File: src/rtl/dsram_arbiter_if.sv
`default_nettype none
// +----------------------------------------------------------------------------+
// | dsram_arbiter_if : request/response bundle of one data-SRAM requester        |
// | Rev 1.0                                                                      |
// +----------------------------------------------------------------------------+
interface dsram_arbiter_if #(
  parameter int ADDR_W = 32
);
  logic              req;
  logic              we;
  logic [3:0]        wstrb;
  logic [ADDR_W-1:0] addr;
  logic [31:0]       wdata;
  logic              done;
  logic [31:0]       rdata;

  modport master (output req, we, wstrb, addr, wdata, input done, rdata);
  modport slave  (input req, we, wstrb, addr, wdata, output done, rdata);
endinterface
`default_nettype wire

File: src/rtl/dsram_arbiter.sv
`default_nettype none
// +----------------------------------------------------------------------------+
// | dsram_arbiter : round-robin sharing of the data SRAM between LSU and DMA    |
// | Rev 1.0                                                                      |
// +----------------------------------------------------------------------------+
module dsram_arbiter #(
  parameter int SRAM_LAT = 1,
  parameter int ADDR_W   = 32
) (
  input  logic              clk,
  input  logic              rst,
  dsram_arbiter_if.slave    lsu_bus,
  dsram_arbiter_if.slave    dma_bus,
  output logic              lsu_stall_o,
  output logic              sram_en_o,
  output logic [3:0]        sram_we_o,
  output logic [ADDR_W-1:0] sram_addr_o,
  output logic [31:0]       sram_wdata_o,
  input  logic [31:0]       sram_rdata_i
);

  typedef enum logic [1:0] {
    S_IDLE  = 2'd0,
    S_ISSUE = 2'd1,
    S_WAIT  = 2'd2,
    S_DONE  = 2'd3
  } state_t;

  localparam logic [3:0] C_CNT_LOAD = 4'(SRAM_LAT - 1);

  state_t            state_q, state_d;
  logic              last_dma_q, last_dma_d;
  logic              gnt_dma_q, gnt_dma_d;
  logic              we_q, we_d;
  logic [3:0]        wstrb_q, wstrb_d;
  logic [ADDR_W-1:0] addr_q, addr_d;
  logic [31:0]       wdata_q, wdata_d;
  logic [3:0]        cnt_q, cnt_d;
  logic [31:0]       lsu_rdata_q, lsu_rdata_d;
  logic [31:0]       dma_rdata_q, dma_rdata_d;
  logic              w_pick_dma;
  logic              w_issue;
  logic              w_done;

  always_ff @(posedge clk or posedge rst) begin
    if (rst) begin
      state_q     <= S_IDLE;
      last_dma_q  <= 1'b1;
      gnt_dma_q   <= 1'b0;
      we_q        <= 1'b0;
      wstrb_q     <= 4'd0;
      addr_q      <= '0;
      wdata_q     <= 32'd0;
      cnt_q       <= 4'd0;
      lsu_rdata_q <= 32'd0;
      dma_rdata_q <= 32'd0;
    end else begin
      state_q     <= state_d;
      last_dma_q  <= last_dma_d;
      gnt_dma_q   <= gnt_dma_d;
      we_q        <= we_d;
      wstrb_q     <= wstrb_d;
      addr_q      <= addr_d;
      wdata_q     <= wdata_d;
      cnt_q       <= cnt_d;
      lsu_rdata_q <= lsu_rdata_d;
      dma_rdata_q <= dma_rdata_d;
    end
  end

  always_comb begin
    state_d     = state_q;
    last_dma_d  = last_dma_q;
    gnt_dma_d   = gnt_dma_q;
    we_d        = we_q;
    wstrb_d     = wstrb_q;
    addr_d      = addr_q;
    wdata_d     = wdata_q;
    cnt_d       = cnt_q;
    lsu_rdata_d = lsu_rdata_q;
    dma_rdata_d = dma_rdata_q;
    // On a tie the master that did not win last time gets the SRAM.
    w_pick_dma  = dma_bus.req & (~lsu_bus.req | ~last_dma_q);

    case (state_q)
      S_IDLE: begin
        if (lsu_bus.req | dma_bus.req) begin
          gnt_dma_d  = w_pick_dma;
          last_dma_d = w_pick_dma;
          we_d       = w_pick_dma ? dma_bus.we    : lsu_bus.we;
          wstrb_d    = w_pick_dma ? dma_bus.wstrb : lsu_bus.wstrb;
          addr_d     = w_pick_dma ? dma_bus.addr  : lsu_bus.addr;
          wdata_d    = w_pick_dma ? dma_bus.wdata : lsu_bus.wdata;
          state_d    = S_ISSUE;
        end
      end
      S_ISSUE: begin
        cnt_d   = C_CNT_LOAD;
        state_d = S_WAIT;
      end
      S_WAIT: begin
        if (cnt_q == 4'd0) begin
          if (!we_q) begin
            if (gnt_dma_q) dma_rdata_d = sram_rdata_i;
            else           lsu_rdata_d = sram_rdata_i;
          end
          state_d = S_DONE;
        end else begin
          cnt_d = cnt_q - 4'd1;
        end
      end
      S_DONE:  state_d = S_IDLE;
      default: state_d = S_IDLE;
    endcase
  end

  assign w_issue      = (state_q == S_ISSUE);
  assign w_done       = (state_q == S_DONE);

  assign sram_en_o    = w_issue;
  assign sram_we_o    = (w_issue & we_q) ? wstrb_q : 4'd0;
  assign sram_addr_o  = w_issue ? addr_q  : '0;
  assign sram_wdata_o = w_issue ? wdata_q : 32'd0;

  assign lsu_bus.done  = w_done & ~gnt_dma_q;
  assign dma_bus.done  = w_done &  gnt_dma_q;
  assign lsu_bus.rdata = lsu_rdata_q;
  assign dma_bus.rdata = dma_rdata_q;
  assign lsu_stall_o   = lsu_bus.req & ~lsu_bus.done;

endmodule
`default_nettype wire

File: src/flat_wrapper.sv
// flat-port wrapper written by rule: the top's interface ports become plain ports
module dsram_arbiter_flat 
#(
  parameter int SRAM_LAT = 1,
  parameter int ADDR_W   = 32
)
  (clk, rst, lsu_stall_o, sram_en_o, sram_we_o, sram_addr_o, sram_wdata_o, sram_rdata_i, lsu_bus_req, lsu_bus_we, lsu_bus_wstrb, lsu_bus_addr, lsu_bus_wdata, lsu_bus_done, lsu_bus_rdata, dma_bus_req, dma_bus_we, dma_bus_wstrb, dma_bus_addr, dma_bus_wdata, dma_bus_done, dma_bus_rdata);
  dsram_arbiter_if #(.ADDR_W(ADDR_W)) lsu_bus_i ();
  dsram_arbiter_if #(.ADDR_W(ADDR_W)) dma_bus_i ();
  input  logic clk;
  input  logic rst;
  output logic lsu_stall_o;
  output logic sram_en_o;
  output logic [3:0] sram_we_o;
  output logic [ADDR_W-1:0] sram_addr_o;
  output logic [31:0] sram_wdata_o;
  input  logic [31:0] sram_rdata_i;
  input wire logic [$bits(lsu_bus_i.req)-1:0] lsu_bus_req;
  input wire logic [$bits(lsu_bus_i.we)-1:0] lsu_bus_we;
  input wire logic [$bits(lsu_bus_i.wstrb)-1:0] lsu_bus_wstrb;
  input wire logic [$bits(lsu_bus_i.addr)-1:0] lsu_bus_addr;
  input wire logic [$bits(lsu_bus_i.wdata)-1:0] lsu_bus_wdata;
  output wire logic [$bits(lsu_bus_i.done)-1:0] lsu_bus_done;
  output wire logic [$bits(lsu_bus_i.rdata)-1:0] lsu_bus_rdata;
  input wire logic [$bits(dma_bus_i.req)-1:0] dma_bus_req;
  input wire logic [$bits(dma_bus_i.we)-1:0] dma_bus_we;
  input wire logic [$bits(dma_bus_i.wstrb)-1:0] dma_bus_wstrb;
  input wire logic [$bits(dma_bus_i.addr)-1:0] dma_bus_addr;
  input wire logic [$bits(dma_bus_i.wdata)-1:0] dma_bus_wdata;
  output wire logic [$bits(dma_bus_i.done)-1:0] dma_bus_done;
  output wire logic [$bits(dma_bus_i.rdata)-1:0] dma_bus_rdata;
  assign lsu_bus_i.req = lsu_bus_req;
  assign lsu_bus_i.we = lsu_bus_we;
  assign lsu_bus_i.wstrb = lsu_bus_wstrb;
  assign lsu_bus_i.addr = lsu_bus_addr;
  assign lsu_bus_i.wdata = lsu_bus_wdata;
  assign lsu_bus_done = lsu_bus_i.done;
  assign lsu_bus_rdata = lsu_bus_i.rdata;
  assign dma_bus_i.req = dma_bus_req;
  assign dma_bus_i.we = dma_bus_we;
  assign dma_bus_i.wstrb = dma_bus_wstrb;
  assign dma_bus_i.addr = dma_bus_addr;
  assign dma_bus_i.wdata = dma_bus_wdata;
  assign dma_bus_done = dma_bus_i.done;
  assign dma_bus_rdata = dma_bus_i.rdata;
  dsram_arbiter #(.SRAM_LAT(SRAM_LAT), .ADDR_W(ADDR_W)) u_core (.clk(clk), .rst(rst), .lsu_bus(lsu_bus_i), .dma_bus(dma_bus_i), .lsu_stall_o(lsu_stall_o), .sram_en_o(sram_en_o), .sram_we_o(sram_we_o), .sram_addr_o(sram_addr_o), .sram_wdata_o(sram_wdata_o), .sram_rdata_i(sram_rdata_i));
endmodule
File: config.mk
export PLATFORM = sky130hd
export DESIGN_NAME = dsram_arbiter_flat
export DESIGN_NICKNAME = d
export VERILOG_FILES = /design/src/rtl/dsram_arbiter_if.sv /design/src/rtl/dsram_arbiter.sv /design/src/flat_wrapper.sv
export SDC_FILE = /design/constraint.sdc
export NUM_CORES = 1
export LEC_CHECK = 0
export CAP_MARGIN = 15
export CORE_MARGIN = 5
export CORE_UTILIZATION = 41
export CTS_CLUSTER_SIZE = 16
export DETAILED_ROUTE_END_ITERATION = 8
export PLACE_DENSITY = 0.89
export SYNTH_ARGS = -nofsm -noshare
export SYNTH_HDL_FRONTEND = slang
export SYNTH_SLANG_ARGS = --single-unit
export TNS_END_PERCENT = 100
File: constraint.sdc
create_clock -name clk -period 6.4 [get_ports clk]
set_input_delay 1.28 -clock clk [delete_from_list [all_inputs] [get_ports clk]]
set_output_delay 1.28 -clock clk [all_outputs]
set_load 0.01 [all_outputs]
Yosys cells after proc, flatten, opt, wreduce, memory -nomap -nowiden
Cells that the tools add are included.
- input port bits: 174
- flip-flop bits (word level): 141
- word-level logic and storage cells: 49
- output and inout port bits: 136
- reduce and logical (&&, ||, !) cells: 8
- muxes and demuxes: 12
- bitwise logic cells: 12
- add/subtract/negate cells: 1
- equal/unequal tests: 6
- operators with widths (cell ; number):
    2-to-1 mux 32 bit ; 4
    2-to-1 mux 4 bit ; 3
    case mux 2 bit (4 select lines) ; 1
    case mux 4 bit (2 select lines) ; 1
    AND reduction 4 bit ; 2
    AND reduction 2 bit ; 3
    AND 1 bit ; 5
    inverter 1 bit ; 5
    == test 2 bit, second input constant ; 2
    logical NOT 4 bit ; 1
    2-to-1 mux 2 bit ; 2
    inequality test 2 x 1 -> 1 bit, second input constant ; 2
    subtractor 4 x 1 -> 4 bit, second input constant ; 1
    == test 2 x 1 -> 1 bit, second input constant ; 1
    logical NOT 2 bit ; 1
    inequality test 2 bit, second input constant ; 1
    bitwise OR 1 bit ; 2
    nonzero test 2 bit ; 1
    2-to-1 mux 1 bit ; 1

Longest topological paths before layout
- depth in word-level cells: 4
- gate-level depth with buffers: 8
- depth with buffers taken out: 5

Worst setup path after synthesis
Ideal clock, no wire load.
- kind: input port to output port
- start point: in lsu_bus_req
- end point: out lsu_stall_o
- required time: 5120 ps
- path buffers: 1
- stages on the path: 2
- setup slack: 3504 ps
- arrival time: 1616 ps
- cell sequence: buf_4 > nor2b_1
- word-level cells in the longest chain between the ends: 1
- RTL lines (item ; line ; RTL):
    start, declared ; flat_wrapper.sv:18 ; input wire logic [$bits(lsu_bus_i.req)-1:0] lsu_bus_req;
    AND 1 bit ; dsram_arbiter.sv:129 ; assign lsu_stall_o = lsu_bus.req & ~lsu_bus.done;
    end, declared ; flat_wrapper.sv:12 ; output logic lsu_stall_o;
Every way passes these cells.

Final worst setup path
Same ends and word-level chain as after synthesis.

==> metrics.cfg <==
[outcome]
status = complete, no violations

[worst_setup_path]
crit_path_end_kind = output port
crit_required_ns = 5.12
worst_path_max_delay_cell = clkdlybuf4s50_1
path_max_fanout = 7
timing.critical_path.buf_inv = 2
critPathArrivalTime_ns = 2.69
critPathLaunchType = input port
path_class = input port to output port
crit_top_cell = clkdlybuf4s50_1
cpLargestDelayFamily = buffers and inverters
crit_chain = clkdlybuf4s50_1, nor2b_1, clkdlybuf4s50_1
cp_slowest_stage_delay_ns = 0.67

[synth]
avgSynthCellArea_sq_um = 10.45
ys_warn_count = 0
synthFlopType = dfrtp_1
synth_cell_types = 31
synth_top_cell_area_share = 0.5238
synth_area_sq_um = 6689
synth-edff-count = 0
yosysTopAreaCell = dfrtp_1
ys_top_cells_by_area = dfrtp_1 (52%), mux2_4 (13%), a21oi_1 (10%)
synth_nets = 819
synth-async-reset-ratio = 1.000
syn_inst = 640
ys_seq_elements = 141
ys_seq_area_frac = 0.5277

[clock_tree]
cts.sinks = 141
cts_tree = done
cts_root_buf = clkbuf_16
clock_path_buffers = 2
cts-htree-levels = 4
cts_made_buffers = 17
post_cts_resized = 0
post-cts-setup-buffers = 0
ctsHoldBuffers = 0
path_clk_slew_ns = 0.06
clkLatencyLatePin_ns = 0.42

[global_routing]
track_usage = 0.2221
grt_pass1_wl_mm = 32.22
grt_max_degree = 99
antenna_found_initial = 0
grt_pass1_vias = 5911
grt-ovfl-total = 0

[drt]
remaining_drc_errors = 0
drtPass1Iterations = 5
final_antenna_net_count = 0
dr_total_vias = 5873
wire_per_inst_microns = 18.85
drtIter0Drc = 279
finalWirelength_mm = 21.81
vias_per_cell = 5.076

[final_layout]
most-common-layout-cells = clkdlybuf4s50_1 (309), dfrtp_1 (140), a21oi_1 (139)
multi_input_area_sq_um = 2912
regArea_sq_um = 3530
area_growth_pct = 57.13
final_common_cell = clkdlybuf4s50_1
drive_gt1_frac = 0.1222
nets = 1107
fill_cells = 1200
diodes = 0
fin_area_sq_um = 10510

[floorplanning]
top_level_ports = 310
design.die.area_sq_um = 18970
fp.dieH_microns = 137.7
design.core.area_sq_um = 15940
initial_utilization = 0.4196
rows = 46
die_x_microns = 137.7

[placed_design]
dp_hpwl_mm = 15.77
gp_congestion = 0.8070
post_dp_cell_area_sq_um = 9869
port_buffers = 309

[timing]
fmax_mhz = 251.6
final.setup_skew_ns = 0.009913
worst-slew-pin-transition_ns = 0.8747
finalCriticalPeriod_ns = 3.975
setup_viol = 0
slew_violations = 0
fin_crit_sh = 0.6211
slew_headroom = 0.4168
rsz0062_at_grt = false
setup_tns_ns = 0
hold_viol_final = 0

[job]
max_cap_viol_count = 0

[power_and_ir_drop]
p_leak_uw = 0.004620
power.density_nw_per_um2 = 487.8
ir_drop_v = 0.0002191

[worst_hold_path]
hp-class = flop to flop

state kept, by name, summed over array words and instances, names as in the netlist:
name,count
u_core.dma_bus.rdata,32
u_core.lsu_bus.rdata,32
u_core.gnt_dma_q,1
u_core.last_dma_q,1
u_core.wdata_q,32
u_core.wstrb_q,4
u_core.we_q,1
u_core.addr_q,32
u_core.state_q,2
u_core.cnt_q,4
where the power goes:
part           switching, uW  total, uW  leakage [uW]  internal (uW)
Sequential               263       1610       0.00162           1340
Combinational           1090       2490       0.00271           1400
Clock                    438       1030      0.000294            596
Total                   1790       5130       0.00462           3340
path summary, 6_finish.rpt:
| path | to | cells after the start | slack (ns) | from |
|---|---|---|---|---|
| min | u_core.dma_bus.rdata[19] | 1 | 0.51 | u_core.dma_bus.rdata[19] |
| max | lsu_stall_o | 3 | 2.43 | lsu_bus_req |
| min in group asynchronous | u_core.lsu_bus.rdata[25] | 2 | 1.46 | rst |
| min reg2reg | u_core.dma_bus.rdata[19] | 1 | 0.51 | u_core.dma_bus.rdata[19] |
| max reg2reg | u_core.dma_bus.rdata[14] | 5 | 4.10 | u_core.state_q[0] |
| max in group asynchronous | u_core.dma_bus.rdata[30] | 3 | 3.81 | rst |
logic make-up after synthesis:
logic type      count (synthesis)  synth area share
buf+inv                        52           0.03984
mux                            67            0.1465
simple gates                  224            0.1592
fa+ha+maj                       5          0.009353
flops                         141            0.5277
compound gates                151            0.1175
synthesized netlist by cell type, drive strengths merged (4+ instances only):
cell type / n
and3: 4
ha: 5
o21ai: 4
nand2: 73
and2: 65
clkbuf: 25
buf: 21
nor2: 73
a21oi: 139
inv: 6
dfrtp: 140
mux2: 67
final cells by class:
cell class                 instances  area share
timing repair buffer             315      0.2998
clock buffer                      17     0.04048
sequential                       141      0.3358
multi-input combinational        447      0.2770
inverter                           6    0.002619
clock inverter                    15     0.01857
tap                              216     0.02571
per-layer routing:
metal,vias to the layer above,wire [microns],GRT usage,part of all wire
met5,-,0,0,0
met4,0,552,0.07464,0.025
met3,41,2594,0.09752,0.12
met2,274,10710,0.3818,0.49
met1,2843,7945,0.2457,0.36
li1,2715,-,-,-
stage by stage:
step	worst slack [ns]	hold slack [ns]	power [uW]	utilization	std cells
6_report	2.425	0.5118	5127	0.6592	1157
5_1_grt	2.366	0.5211	5430	0.6592	1157
2_1_floorplan	1.340	0.4866	2878	-	640
3_5_place_dp	2.446	0.4960	4108	0.6191	1124
4_1_cts	2.330	0.5119	5160	0.6580	1156
3_3_place_gp	2.443	0.4895	3999	0.6191	1124
Note: power is estimated with default switching activity, not from simulation.
